File: config.mk
export PLATFORM = sky130hd
export DESIGN_NAME = otp_keystream_gen
export DESIGN_NICKNAME = d
export VERILOG_FILES = /design/src/rtl/otp_pkg.sv /design/src/rtl/otp_keystream_gen_lfsr.sv /design/src/rtl/otp_keystream_gen.sv
export SDC_FILE = /design/constraint.sdc
export NUM_CORES = 1
export LEC_CHECK = 0
export BUFFER_PORTS_ARGS = -buffer_cell sky130_fd_sc_hd__buf_2
export CAP_MARGIN = 40
export CORE_ASPECT_RATIO = 1.1
export CORE_MARGIN = 1.5
export CORE_UTILIZATION = 30
export CTS_BUF_LIST = sky130_fd_sc_hd__clkbuf_8
export DETAILED_ROUTE_END_ITERATION = 10
export HOLD_SLACK_MARGIN = 0.08
export SYNTH_ARGS = -nofsm -noshare
export SYNTH_HDL_FRONTEND = slang
export SYNTH_HIERARCHICAL = 1
export SYNTH_SLANG_ARGS = --single-unit
File: constraint.sdc
create_clock -name clk -period 4.25 [get_ports clk]
set_input_delay 0.85 -clock clk [delete_from_list [all_inputs] [get_ports clk]]
set_output_delay 0.85 -clock clk [all_outputs]
set_load 0.02 [all_outputs]
File: src/rtl/otp_pkg.sv
// Shared types and helpers for the one-time-pad keystream generator.
// The LFSR step works on a wide container so any KEY_W up to OTP_MAX_W can use it.
package otp_pkg;

    localparam int unsigned OTP_MAX_W = 64;
    localparam logic [31:0] POLY_DEFAULT = 32'h80200003;

    typedef enum logic [1:0] {
        IDLE      = 2'd0,
        WARMUP    = 2'd1,
        RUN       = 2'd2,
        EXHAUSTED = 2'd3
    } otp_state_t;

    // Galois step; upper bits beyond the real width must be zero in both operands.
    function automatic logic [OTP_MAX_W-1:0] lfsr_step(
        input logic [OTP_MAX_W-1:0] s,
        input logic [OTP_MAX_W-1:0] poly
    );
        logic [OTP_MAX_W-1:0] r;
        r = s >> 1;
        if (s[0]) begin
            r = r ^ poly;
        end
        return r;
    endfunction

endpackage

File: src/rtl/otp_keystream_gen_lfsr.sv
// Galois LFSR register with seed load and step enables.
// A zero seed is replaced by 1 so the register can never lock up at all-zero.
module otp_lfsr
    import otp_pkg::*;
#(
    parameter int unsigned      KEY_W = 32,
    parameter logic [KEY_W-1:0] POLY  = KEY_W'(POLY_DEFAULT)
) (
    input  logic             clk,
    input  logic             rst,
    input  logic             load,
    input  logic             step,
    input  logic [KEY_W-1:0] seed,
    output logic [KEY_W-1:0] state
);

    logic [KEY_W-1:0] lfsr_q;
    logic [KEY_W-1:0] lfsr_d;

    always_comb begin
        lfsr_d = lfsr_q;
        if (load) begin
            lfsr_d = (seed == '0) ? KEY_W'(1) : seed;
        end else if (step) begin
            lfsr_d = KEY_W'(lfsr_step(OTP_MAX_W'(lfsr_q), OTP_MAX_W'(POLY)));
        end
    end

    always_ff @(posedge clk or posedge rst) begin
        if (rst) begin
            lfsr_q <= '0;
        end else begin
            lfsr_q <= lfsr_d;
        end
    end

    assign state = lfsr_q;

endmodule

File: src/rtl/otp_keystream_gen.sv
// One-time-pad word source: seeded LFSR behind a valid/ready port, with warm-up
// discard after each seed and a hard per-seed word budget that forces a rekey.
module otp_keystream_gen
    import otp_pkg::*;
#(
    parameter int unsigned      KEY_W       = 32,
    parameter logic [KEY_W-1:0] POLY        = KEY_W'(POLY_DEFAULT),
    parameter int unsigned      WARMUP      = 16,
    parameter int unsigned      REKEY_LIMIT = 1024,
    parameter int unsigned      CNT_W       = $clog2(REKEY_LIMIT + 1)
) (
    input  logic             clk,
    input  logic             rst,
    input  logic             seed_valid,
    input  logic [KEY_W-1:0] seed,
    output logic             seed_ready,
    output logic             otp_valid,
    input  logic             otp_ready,
    output logic [KEY_W-1:0] otp,
    output logic [CNT_W-1:0] words_issued,
    output logic             rekey_req,
    output logic             busy
);

    // The local WARMUP parameter hides the enum literal, so states are always scoped.
    localparam int unsigned WU_W = (WARMUP > 1) ? $clog2(WARMUP) : 1;

    otp_state_t       state_q;
    otp_state_t       state_d;
    logic [CNT_W-1:0] words_q;
    logic [CNT_W-1:0] words_d;
    logic [WU_W-1:0]  wu_q;
    logic [WU_W-1:0]  wu_d;
    logic             lfsr_ld;
    logic             lfsr_adv;
    logic [KEY_W-1:0] lfsr_state;

    otp_lfsr #(
        .KEY_W (KEY_W),
        .POLY  (POLY)
    ) u_lfsr (
        .clk   (clk),
        .rst   (rst),
        .load  (lfsr_ld),
        .step  (lfsr_adv),
        .seed  (seed),
        .state (lfsr_state)
    );

    always_comb begin
        state_d  = state_q;
        words_d  = words_q;
        wu_d     = wu_q;
        lfsr_ld  = 1'b0;
        lfsr_adv = 1'b0;
        case (state_q)
            otp_pkg::IDLE, otp_pkg::EXHAUSTED: begin
                if (seed_valid) begin
                    lfsr_ld = 1'b1;
                    words_d = '0;
                    wu_d    = '0;
                    state_d = (WARMUP > 0) ? otp_pkg::WARMUP : otp_pkg::RUN;
                end
            end
            otp_pkg::WARMUP: begin
                lfsr_adv = 1'b1;
                wu_d     = wu_q + WU_W'(1);
                if (wu_q == WU_W'(WARMUP - 1)) begin
                    state_d = otp_pkg::RUN;
                end
            end
            otp_pkg::RUN: begin
                if (otp_ready) begin
                    lfsr_adv = 1'b1;
                    words_d  = words_q + CNT_W'(1);
                    if (words_d == CNT_W'(REKEY_LIMIT)) begin
                        state_d = otp_pkg::EXHAUSTED;
                    end
                end
            end
            default: state_d = otp_pkg::IDLE;
        endcase
    end

    always_ff @(posedge clk or posedge rst) begin
        if (rst) begin
            state_q <= otp_pkg::IDLE;
            words_q <= '0;
            wu_q    <= '0;
        end else begin
            state_q <= state_d;
            words_q <= words_d;
            wu_q    <= wu_d;
        end
    end

    // All status outputs decode straight from the state register.
    assign seed_ready   = (state_q == otp_pkg::IDLE) || (state_q == otp_pkg::EXHAUSTED);
    assign otp_valid    = (state_q == otp_pkg::RUN);
    assign busy         = (state_q == otp_pkg::WARMUP);
    assign rekey_req    = (state_q == otp_pkg::EXHAUSTED);
    assign otp          = lfsr_state;
    assign words_issued = words_q;

endmodule

==> impl_metrics.tcl <==
set metrics [dict create \
    swShare 0.464 \
    yosys-top-cells-count "49 x dfrtp_1, 45 x nand2_1, 40 x o21ai_0" \
    synth.cell_area_mm2 0.00261 \
    finalHoldViolCount 0 \
    yosys-top-cells-area "dfrtp_1 47%, mux2i_1 13%, o21ai_0 7.7%" \
    peakVddDrop_uv 474 \
    powerDensity_mw_per_mm2 744 \
    max_stage_delay_ns 0.45 \
    routabilityCongestion 0.853 \
    grt_max_degree 40 \
    grt_pass1_vias 2140 \
    tightest_slew_ns 0.867 \
    start_util 0.311 \
    place_inst 448 \
    ios 83 \
    nFillCells 918 \
    placed_cell_area_mm2 0.00312 \
    setup_tns_ns 0 \
    cts_inserted_buffers 5 \
    gr-total-overflow 0 \
    synth_warnings 6 \
    slowest_stage "nor2_4" \
    diodes 0 \
    cts.sinks 49 \
    wirelength_um 6380 \
    grt_use_total 0.137 \
    hpwl_um 4790 \
    setup_viol 0 \
    synth_fp_nets 308 \
    final_cells 456 \
    async_reset_ff_frac 1.00 \
    clk_pin_slew_ns 0.09 \
    pwr-share-clk 0.110 \
    die_w_um 92.0 \
    cts-resized-gates 0 \
    worstSetupPathType "flip-flop to flip-flop" \
    cts_htree_levels 2 \
    crit_fanout 20 \
    via_count 2263 \
    drc_errors 0 \
    internal_power_w 0.00128 \
    clk_path_buf_depth 2 \
    synth_top_area_frac 0.469 \
    p_leak_nw 1.48 \
    required_ns 4.44 \
    design_area_mm2 0.00321 \
    final_nets 386 \
    place_ws_ns 1.78 \
    drtIter0Drc 81 \
    final_layout_size_suffix_gt1_frac 0.287 \
    yosys_register_bits 49 \
    cts_setup_buffers 0 \
    die_area_mm2 0.00928 \
    yosysUniqueCellTypes 37 \
    synthFlopType "dfrtp_1" \
    power_frac_seq 0.342 \
    yosysMostFrequentCell "dfrtp_1" \
    fin_ws_ns 1.89 \
    num_rows 35 \
    viasPerCell 4.96 \
    power_w 0.00239 \
    die_height_um 101 \
    period_share 0.555 \
    fin_crit_ns 2.36 \
    area_growth_pct 22.7 \
    avgRoutedWirePerCell_um 14.0 \
    run_status "finished, final reports clean" \
    core_mm2 0.00841 \
    p_comb_frac 0.548 \
    critPathLaunchType "flip-flop" \
    maxSlewViolCount 0 \
    syn_inst 266 \
    hold_class "flip-flop to flip-flop" \
    yosys.area.top_type "dfrtp_1" \
    cts_tree "done" \
    ctsHoldBuffers 0 \
    rsz0062_at_grt "false" \
    critPathArrivalTime_ns 2.55 \
    synth_edf_count 0 \
    p_switching_w 0.00111 \
    timing.fmax_mhz 424 \
    drv_cap 0 \
    io_buffers 82 \
    grt_pass1_wl_um 10300 \
    clk_latency_ns 0.29 \
    cp_cell_sequence "inv_1 -> ha_1 -> a21oi_1 -> nor2_4 -> buf_4 -> nand2_1 -> xnor2_1 -> o21a_1" \
    ys_seq_area_frac 0.469 \
    dr.pass1.iters 4 \
    cp-end-kind "flip-flop" \
    slew_headroom 0.420 \
    ant_nets 0 \
    fin_skew_ns 0.00776 \
    avgSynthCellArea_um2 9.83 \
    cts_root_buf "clkbuf_8" \
    antenna_found_initial 0 \
]
==> critical path: cells and delay by family, from the launching register on <==
| family | cells | cell delay, ns |
|---|---|---|
| xor+xnor | 1 | 0.13 |
| compound gates | 2 | 0.33 |
| flops | 1 | 0.42 |
| fa+ha+maj | 1 | 0.32 |
| buf+inv | 2 | 0.49 |
| simple gates | 2 | 0.56 |
==> placed cells by master, fill, tap and decap left out, types with 2 or more instances in the layout <==
cell type,count
a21o_1,3
a21oi_1,6
a22o_1,4
a31oi_1,2
and3_1,2
buf_2,82
buf_4,2
clkbuf_8,5
clkinv_2,2
dfrtp_1,49
ha_1,6
inv_1,8
mux2i_1,34
nand2_1,45
nand2b_1,2
nand3_1,8
nand4_1,5
nor2_1,2
nor2b_1,2
nor3_1,4
nor4_1,5
nor4_2,4
o21ai_0,40
o21ai_1,3
or3_1,4
xnor2_1,3
==> sequential cells by signal, summed over array words and instances, names as in the netlist <==
| name | cells |
|---|---|
| words_issued | 11 |
| state_q | 2 |
| wu_q | 4 |
| u_lfsr/state | 32 |
==> metrics by stage <==
stage                     hold WS (ns)  utilization
after floorplan                  0.484            -
final                            0.542        0.381
after global routing             0.579        0.381
after detailed placement         0.524        0.372
after CTS                        0.536        0.381
after global placement           0.510        0.368
==> final cells by class <==
class	instances	area [um^2]	area share
timing repair buffer	85	453	0.141
clock buffer	5	68.8	0.0215
sequential	49	1230	0.382
multi-input combinational	196	1280	0.399
tap	111	139	0.0433
inverter	7	26.3	0.00819
clock inverter	3	13.8	0.00429
==> layer usage <==
| layer | global-route usage | share of wire | routed length [um] | vias to the layer above |
|---|---|---|---|---|
| met2 | 0.228 | 0.48 | 3070 | 55 |
| met4 | 0.0343 | 0.0074 | 47 | 0 |
| met3 | 0.0339 | 0.051 | 325 | 4 |
| met1 | 0.178 | 0.46 | 2930 | 1094 |
| li1 | - | - | - | 1110 |
| met5 | 0 | 0 | 0 | - |
==> path summary, 6_finish.rpt <==
check | from | end | slack, ns | cells past startpoint
worst min register to register | wu_q[0] | wu_q[0] | 0.54 | 1
worst max register to register | state_q[0] | u_lfsr/state[0] | 1.89 | 8
worst max-delay path | state_q[0] | u_lfsr/state[0] | 1.89 | 8
worst min-delay path | wu_q[0] | wu_q[0] | 0.54 | 1
min in group asynchronous | rst | words_issued[4] | 0.64 | 2
max in group asynchronous | rst | wu_q[1] | 3.18 | 2
==> power groups by stage <==
stage / Combinational (W) / Sequential [W] / Clock, W
5_1_grt: 0.00145 / 0.000841 / 0.000295
4_1_cts: 0.00132 / 0.000821 / 0.000275
6_report: 0.00131 / 0.000817 / 0.000263
3_3_place_gp: 0.00127 / 0.000823 / 0
2_1_floorplan: 0.000821 / 0.000977 / 0
3_5_place_dp: 0.00132 / 0.000829 / 0
==> logic make-up (layout without fill, tap and decap cells) <==
logic type | after synthesis | in the layout | share of synthesized area
mux | 34 | 34 | 0.130
fa+ha+maj | 6 | 6 | 0.0287
buf+inv | 21 | 100 | 0.0445
simple gates | 89 | 89 | 0.175
flops | 49 | 49 | 0.469
xor+xnor | 3 | 3 | 0.0101
compound gates | 64 | 64 | 0.143
(Power assumes the default switching activity.)
